===== config.mk =====
export PLATFORM = sky130hd
export DESIGN_NAME = mvau_seq_ctrl
export DESIGN_NICKNAME = d
export VERILOG_FILES = /design/src/rtl/mvau_seq_pkg.sv /design/src/rtl/mvau_seq_wrap_cnt.sv /design/src/rtl/mvau_seq_ctrl.sv
export SDC_FILE = /design/constraint.sdc
export NUM_CORES = 1
export LEC_CHECK = 0
export ABC_CLOCK_PERIOD_IN_PS = 1750
export BUFFER_PORTS_ARGS = -buffer_cell sky130_fd_sc_hd__buf_2
export CORE_ASPECT_RATIO = 1.2
export CORE_UTILIZATION = 45
export DETAILED_ROUTE_END_ITERATION = 12
export PLACE_DENSITY_LB_ADDON = 0.12
export SETUP_SLACK_MARGIN = 0.02
export SLEW_MARGIN = 20
export SYNTH_ARGS = -nofsm -noshare
export SYNTH_HDL_FRONTEND = slang
export SYNTH_HIERARCHICAL = 1
export SYNTH_SLANG_ARGS = --single-unit

===== constraint.sdc =====
create_clock -name aclk -period 1.75 [get_ports aclk]
set_input_delay 0.175 -clock aclk [delete_from_list [all_inputs] [get_ports aclk]]
set_output_delay 0.175 -clock aclk [all_outputs]
set_load 0.02 [all_outputs]

===== src/rtl/mvau_seq_pkg.sv =====
// Shared types and helpers for the MVAU lane sequencer.
// Optional statistics counters are enabled with MVAU_SEQ_STATS_EN.
package mvau_seq_pkg;

    typedef enum logic {
        S_FILL  = 1'b0,
        S_REUSE = 1'b1
    } seq_state_t;

    localparam int STAT_W = 32;

    // Counter width that never collapses to zero bits.
    function automatic int cw(input int n);
        return ($clog2(n) < 1) ? 1 : $clog2(n);
    endfunction

endpackage


===== src/rtl/mvau_seq_wrap_cnt.sv =====
// Modulo-MAX up-counter; wrap pulses on the enabled step that returns to zero.
module mvau_seq_wrap_cnt #(
    parameter int MAX = 2,
    parameter int W   = 1
) (
    input  logic         aclk,
    input  logic         aresetn,
    input  logic         en,
    output logic [W-1:0] cnt,
    output logic         wrap
);

    logic at_max;

    assign at_max = (cnt == W'(MAX - 1));
    assign wrap   = en && at_max;

    always_ff @(posedge aclk) begin
        if (!aresetn) begin
            cnt <= '0;
        end else if (en) begin
            cnt <= at_max ? '0 : cnt + 1'b1;
        end
    end

endmodule


===== src/rtl/mvau_seq_ctrl.sv =====
// Sequencer for one MVAU compute lane: fills the input buffer on bank 0, replays it
// for later banks, and drives memory addresses, accumulator control and result valid.
// Define MVAU_SEQ_STATS_EN to add the stall_cnt/row_cnt statistics ports.
module mvau_seq_ctrl
    import mvau_seq_pkg::*;
#(
    parameter int SF           = 8,
    parameter int NF           = 8,
    parameter int WMEM_DEPTH   = SF * NF,
    parameter int SF_T         = cw(SF),
    parameter int NF_T         = cw(NF),
    parameter int WMEM_ADDR_BW = cw(WMEM_DEPTH)
) (
    input  logic                    aclk,
    input  logic                    aresetn,
    input  logic                    in_v,
    output logic                    in_rdy,
    output logic                    ibuf_wen,
    output logic                    ibuf_ren,
    output logic [SF_T-1:0]         ibuf_addr,
    output logic                    wmem_ren,
    output logic [WMEM_ADDR_BW-1:0] wmem_addr,
    output logic                    acc_en,
    output logic                    acc_clr,
    output logic                    acc_last,
    output logic                    out_v,
    input  logic                    out_rdy
`ifdef MVAU_SEQ_STATS_EN
    ,
    output logic [STAT_W-1:0]       stall_cnt,
    output logic [STAT_W-1:0]       row_cnt
`endif
);

    seq_state_t state;
    seq_state_t state_nxt;

    logic [SF_T-1:0]         sf_cnt;
    logic [NF_T-1:0]         nf_cnt;
    logic [WMEM_ADDR_BW-1:0] wmem_cnt;
    logic                    sf_wrap;
    logic                    nf_wrap;
    logic                    wmem_wrap;

    logic is_last;
    logic out_hs;
    logic blk;
    logic fire;
    logic out_pend;

    assign is_last = (sf_cnt == SF_T'(SF - 1));
    assign out_hs  = out_v && out_rdy;
    // Only a row's final beat can be held: it would overwrite the unread result.
    assign blk     = is_last && out_pend && !out_hs;
    assign in_rdy  = (state == S_FILL) && !blk;
    assign fire    = (state == S_FILL) ? (in_v && in_rdy) : !blk;

    assign ibuf_wen  = fire && (state == S_FILL);
    assign ibuf_ren  = fire && (state == S_REUSE);
    assign ibuf_addr = sf_cnt;
    assign wmem_ren  = fire;
    assign wmem_addr = wmem_cnt;

    mvau_seq_wrap_cnt #(.MAX(SF), .W(SF_T)) u_sf_cnt (
        .aclk    (aclk),
        .aresetn (aresetn),
        .en      (fire),
        .cnt     (sf_cnt),
        .wrap    (sf_wrap)
    );

    mvau_seq_wrap_cnt #(.MAX(NF), .W(NF_T)) u_nf_cnt (
        .aclk    (aclk),
        .aresetn (aresetn),
        .en      (sf_wrap),
        .cnt     (nf_cnt),
        .wrap    (nf_wrap)
    );

    mvau_seq_wrap_cnt #(.MAX(WMEM_DEPTH), .W(WMEM_ADDR_BW)) u_wmem_cnt (
        .aclk    (aclk),
        .aresetn (aresetn),
        .en      (fire),
        .cnt     (wmem_cnt),
        .wrap    (wmem_wrap)
    );

    // The bank index and the weight wrap are implied by state and nf_wrap.
    logic unused_cnt_bits;
    assign unused_cnt_bits = &{1'b0, nf_cnt, wmem_wrap};

    always_ff @(posedge aclk) begin
        if (!aresetn) begin
            state <= S_FILL;
        end else begin
            state <= state_nxt;
        end
    end

    always_comb begin
        state_nxt = state;
        case (state)
            S_FILL: begin
                if (sf_wrap && (NF > 1)) begin
                    state_nxt = S_REUSE;
                end
            end
            S_REUSE: begin
                if (nf_wrap) begin
                    state_nxt = S_FILL;
                end
            end
            default: state_nxt = S_FILL;
        endcase
    end

    // Accumulator controls lag fire by one cycle to line up with synchronous memory data.
    always_ff @(posedge aclk) begin
        if (!aresetn) begin
            acc_en   <= 1'b0;
            acc_clr  <= 1'b0;
            acc_last <= 1'b0;
        end else begin
            acc_en   <= fire;
            acc_clr  <= fire && (sf_cnt == '0);
            acc_last <= fire && is_last;
        end
    end

    // out_pend tracks a result from its last beat until it is taken downstream.
    always_ff @(posedge aclk) begin
        if (!aresetn) begin
            out_pend <= 1'b0;
        end else if (fire && is_last) begin
            out_pend <= 1'b1;
        end else if (out_hs) begin
            out_pend <= 1'b0;
        end
    end

    always_ff @(posedge aclk) begin
        if (!aresetn) begin
            out_v <= 1'b0;
        end else if (acc_last) begin
            out_v <= 1'b1;
        end else if (out_hs) begin
            out_v <= 1'b0;
        end
    end

`ifdef MVAU_SEQ_STATS_EN
    always_ff @(posedge aclk) begin
        if (!aresetn) begin
            stall_cnt <= '0;
            row_cnt   <= '0;
        end else begin
            if (blk && (stall_cnt != '1)) begin
                stall_cnt <= stall_cnt + 1'b1;
            end
            if (out_hs && (row_cnt != '1)) begin
                row_cnt <= row_cnt + 1'b1;
            end
        end
    end
`endif

endmodule


==> results.ini, run 1 <==
[floorplan]
placementRows = 16
dieWidth_um = 41.3
dieArea_mm2 = 0.00203
start_util_pct = 49.5
ios = 21
die_h_um = 49.1
core_mm2 = 0.00168

[sta]
clock_skew_ps = 4.66
fmax_mhz = 615
min_period_ps = 1630
setup_tns_ps = 0
tightest_slew_ps = 282
finalSetupViolations = 0
slew_headroom_pct = 81.1
finalHoldViolCount = 0
drv_slew = 0
hold_slack_ps = 216
rsz0062_at_grt = false
fin_ws_ps = 124
fin_crit_sh_pct = 92.9

[global_routing]
grt_usage_pct = 16.8
grt_max_degree = 15
antenna_found_initial = 0
grt_pass1_vias = 567
gr-total-overflow = 0
grt_pass1_wl_um = 2350

[yosys]
synthesis.area_um2 = 832
syn_area_per_cell_um2 = 10.8
yosysWarnings = 6
syn_nets = 86
synthCells = 77

[run]
drv_cap = 0

[final_layout]
diodes = 0
drive_gt1_share_pct = 38.5
fillers = 159
final_common_cell = buf_2
utilization_pct = 60.9
area_growth_pct = 23.2
final_cell_mix = buf_2 (20), dfxtp_1 (18), nor2b_1 (8), mux2i_1 (5), ha_1 (5)
multi_input_area_um2 = 483
nets = 114
register_area_um2 = 360

[clock_tree]
cts_sinks = 18
cts_made_buffers = 3
clk_pin_slew_ps = 90
postCtsSetupRepairBufs = 0
post_cts_resize_count = 0
holdBufCountCts = 0
cts.path.max_buffers = 2
worst_skew_pair.late_latency_ps = 290
cts_tree = yes
cts-root-buf = clkbuf_4
cts.htree.levels = 1

[worst_setup_path]
end_kind = output pin
r2r-start = u_sf_cnt/cnt[0]$_SDFFE_PN0P_
critical_path.max_fanout = 7
criticalPathCategory = register to output pin
crit_arrival_ps = 1450
slowest_delay_ps = 390
critPathSlowestCell = dfxtp_1
cp.required_ps = 1570
r2r_end = state$_SDFF_PN0_
crit_path_start_kind = register
worstPathCellList = and3_4, a21oi_4, buf_4, buf_2
r2r_cells = 6
r2r_slack_ps = 180

[route]
wire_per_inst_um = 11.5
vias_per_cell = 5.25
antenna_left = 0
drtIter0Drc = 0
drt_wl_total_um = 1410
remaining_drc_errors = 0
vias = 640
first_pass_iters = 1

[min_path]
hold_path_end = acc_last$_SDFF_PN0_
min-delay-start = in_v
whs_path_depth = 3
hold_class = input pin to register

[power_and_ir_drop]
power_density_mw_per_mm2 = 749
irDropWorstVdd_mv = 0.635
p_leak_nw = 0.467

[placement]
place_ws_ps = 203
place.gp.congestion = 0.746
port_buffers = 20

[outcome]
status = completed

==> layer usage <==
| metal | vias up | GRT usage (%) | share of wire, % |
|---|---|---|---|
| met1 | 296 | 21.2 | 48 |
| met2 | 15 | 25.5 | 47 |
| met3 | 4 | 2.74 | 3.7 |
| li1 | 325 | - | - |
| met4 | 0 | 9.68 | 1.8 |
| met5 | - | 0 | 0 |
==> per-stage QoR <==
stage	cells	total power [mW]	area (um^2)
after global routing	122	0.804	1020
final	122	0.768	1020
after CTS	120	0.774	1010
after detailed placement	116	0.525	973
after global placement	116	0.522	973
after floorplan	77	0.493	843
==> power by group <==
part | internal (mW) | total [mW] | switching [mW]
registers | 0.421 | 0.434 | 0.0133
clock network | 0.127 | 0.250 | 0.124
logic | 0.0360 | 0.0831 | 0.0471
total | 0.584 | 0.768 | 0.184
==> how the worst max path moves through the flow <==
stage / startpoint / to / slack, ps
floorplan: u_sf_cnt/cnt[0]$_SDFFE_PN0P_ / u_wmem_cnt/cnt[5]$_SDFFE_PN0P_ / 20
global placement: u_sf_cnt/cnt[0]$_SDFFE_PN0P_ / state$_SDFF_PN0_ / 240
detailed placement: u_sf_cnt/cnt[0]$_SDFFE_PN0P_ / u_wmem_cnt/cnt[5]$_SDFFE_PN0P_ / 200
CTS: u_sf_cnt/cnt[0]$_SDFFE_PN0P_ / wmem_ren / 80
global route: u_sf_cnt/cnt[0]$_SDFFE_PN0P_ / wmem_ren / 60
finish: u_sf_cnt/cnt[0]$_SDFFE_PN0P_ / wmem_ren / 120
==> worst max-delay path, delay by kind of cell (launching register included) <==
| kind | cells | cell delay (ps) |
|---|---|---|
| compound gates | 1 | 220 |
| buf+inv | 2 | 330 |
| simple gates | 1 | 230 |
| flops | 1 | 390 |
==> sequential cells by signal (all words and copies together) (netlist names) <==
name / count
u_wmem_cnt/cnt: 6
u_nf_cnt/cnt: 3
u_sf_cnt/cnt: 3
acc_clr: 1
acc_en: 1
acc_last: 1
out_pend: 1
out_v: 1
state: 1
==> area by class of cell <==
class                           count  area share (%)
Tap cell                           18            2.20
Multi-Input combinational cell     59            47.1
Timing Repair Buffer               23            12.0
Clock buffer                        4            3.54
Sequential cell                    18            35.2
Power figures use the tool's default switching activity.
==> run 2, diff against run 1 <==
--- a/config.mk
+++ b/config.mk
@@ -7,8 +7,10 @@
 export LEC_CHECK = 0
 export ABC_CLOCK_PERIOD_IN_PS = 1750
 export BUFFER_PORTS_ARGS = -buffer_cell sky130_fd_sc_hd__buf_2
+export CELL_PAD_IN_SITES_DETAIL_PLACEMENT = 0
+export CELL_PAD_IN_SITES_GLOBAL_PLACEMENT = 2
 export CORE_ASPECT_RATIO = 1.2
-export CORE_UTILIZATION = 45
+export CORE_UTILIZATION = 28
 export DETAILED_ROUTE_END_ITERATION = 12
 export PLACE_DENSITY_LB_ADDON = 0.12
 export SETUP_SLACK_MARGIN = 0.02
==> results.ini, run 2 (synthesis results as in run 1) <==
[sta]
slew_headroom_pct = 81.5
clock_skew_ps = 3.46
hold_slack_ps = 216
finalSetupViolations = 0
fmax_mhz = 631
setup_tns_ps = 0
drv_slew = 0
tightest_slew_ps = 276
finalHoldViolCount = 0
rsz0062_at_grt = false
fin_crit_sh_pct = 90.5
min_period_ps = 1580

[global_routing]
grt_pass1_wl_um = 2620
grt_max_degree = 15
grt_usage_pct = 11.7
gr-total-overflow = 0
globalRouteMet1Util_pct = 14.8
grt.busiest_layer = met2
grt_pass1_vias = 571
grtUsageMet3_pct = 2.68
antenna_found_initial = 0
grt.met2_usage_pct = 17.8

[final_layout]
fillers = 285
reg_top3 = u_wmem_cnt/cnt (6), u_nf_cnt/cnt (3), u_sf_cnt/cnt (3)
area_growth_pct = 23.0
top_register = u_wmem_cnt/cnt
nets = 113
final_common_cell = buf_2
post-route-cell-area_mm2 = 0.00102
drive_gt1_share_pct = 37.3
final_cell_mix = buf_2 (20), dfxtp_1 (18), nor2b_1 (8), mux2i_1 (5), ha_1 (5)
largest_register_ffs = 6
diodes = 0

[worst_setup_path]
criticalPathCategory = register to register
cp.required_ps = 1970
critical_path.max_fanout = 7
crit_path_start_kind = register
r2r_slack_ps = 170
r2r-start = u_sf_cnt/cnt[0]$_SDFFE_PN0P_
end_kind = register
crit_arrival_ps = 1810
r2r_end = state$_SDFF_PN0_
r2r_cells = 6

[clock_tree]
postCtsSetupRepairBufs = 0
cts_made_buffers = 3
cts-root-buf = clkbuf_4
post_cts_resize_count = 0
cts.htree.levels = 1
clk_pin_slew_ps = 100
cts_sinks = 18
holdBufCountCts = 0
worst_skew_pair.late_latency_ps = 290
cts.path.max_buffers = 2
cts_tree = yes

[route]
drt_wl_total_um = 1590
antenna_left = 0
remaining_drc_errors = 0
vias = 614
first_pass_iters = 4
vias_per_cell = 4.51
wire_per_inst_um = 11.7
drtIter0Drc = 14

[min_path]
hold_class = input pin to register
hold_path_end = acc_last$_SDFF_PN0_
min-delay-start = in_v
whs_path_depth = 3

[floorplan]
dieArea_mm2 = 0.00319
placementRows = 21
core_mm2 = 0.00281
dieWidth_um = 51.8
start_util_pct = 29.6
die_h_um = 61.7
ios = 21

[outcome]
status = completed

[placement]
dpl.hpwl_um = 1160
place.gp.congestion = 0.665
port_buffers = 20
placed_area_mm2 = 0.00100

[power_and_ir_drop]
p_leak_nw = 0.456
power_density_mw_per_mm2 = 706
irDropWorstVdd_mv = 0.428
power_mw = 0.722

[run]
drv_cap = 0

## run 2: cell count changes in the layout (fill, tap and decap cells not counted), sizes merged
cell and delta:
clkbuf -1, buf -1
## run 2: power breakdown
part | internal, mW | total, mW | switching [mW]
Combinational | 0.0336 | 0.0808 | 0.0473
Clock | 0.0799 | 0.207 | 0.128
Sequential | 0.421 | 0.434 | 0.0128
Total | 0.535 | 0.722 | 0.188
## run 2: how the worst max path moves through the flow
stage | startpoint | endpoint | slack [ps] | cells after the start
after global routing | u_sf_cnt/cnt[0]$_SDFFE_PN0P_ | state$_SDFF_PN0_ | 50 | 6
after detailed placement | u_sf_cnt/cnt[0]$_SDFFE_PN0P_ | state$_SDFF_PN0_ | 190 | 6
after floorplan | u_sf_cnt/cnt[0]$_SDFFE_PN0P_ | u_wmem_cnt/cnt[5]$_SDFFE_PN0P_ | 20 | 5
final | u_sf_cnt/cnt[0]$_SDFFE_PN0P_ | state$_SDFF_PN0_ | 170 | 6
after global placement | u_sf_cnt/cnt[0]$_SDFFE_PN0P_ | state$_SDFF_PN0_ | 240 | 6
after CTS | u_sf_cnt/cnt[0]$_SDFFE_PN0P_ | state$_SDFF_PN0_ | 160 | 6
## run 2: final cells by class
class                      instances  area, um^2  area share (%)
timing repair buffer              22         115            11.2
clock buffer                       3        22.5            2.20
sequential                        18         360            35.2
multi-input combinational         59         483            47.2
tap                               34        42.5            4.16
## run 2: per-stage QoR
step                std cells  setup slack [ps]  util (%)
detailed placement        133               188      35.6
floorplan                  77              22.3         -
global route              136              47.8      36.4
global placement          133               236      35.6
finish                    136               166      36.4
CTS                       136               162      36.4
## run 2: worst max-delay path, stage by stage, from the launching register on
cell	delay, ps
dfxtp_1	390
ha_1	230
ha_1	220
and2_2	250
and2_2	170
nand2b_1	130
a21boi_1	130
## run 2: routing by layer
layer	routed length [um]	up-vias
met5	0	-
met3	89	2
li1	-	322
met1	791	273
met2	694	17
met4	15	0
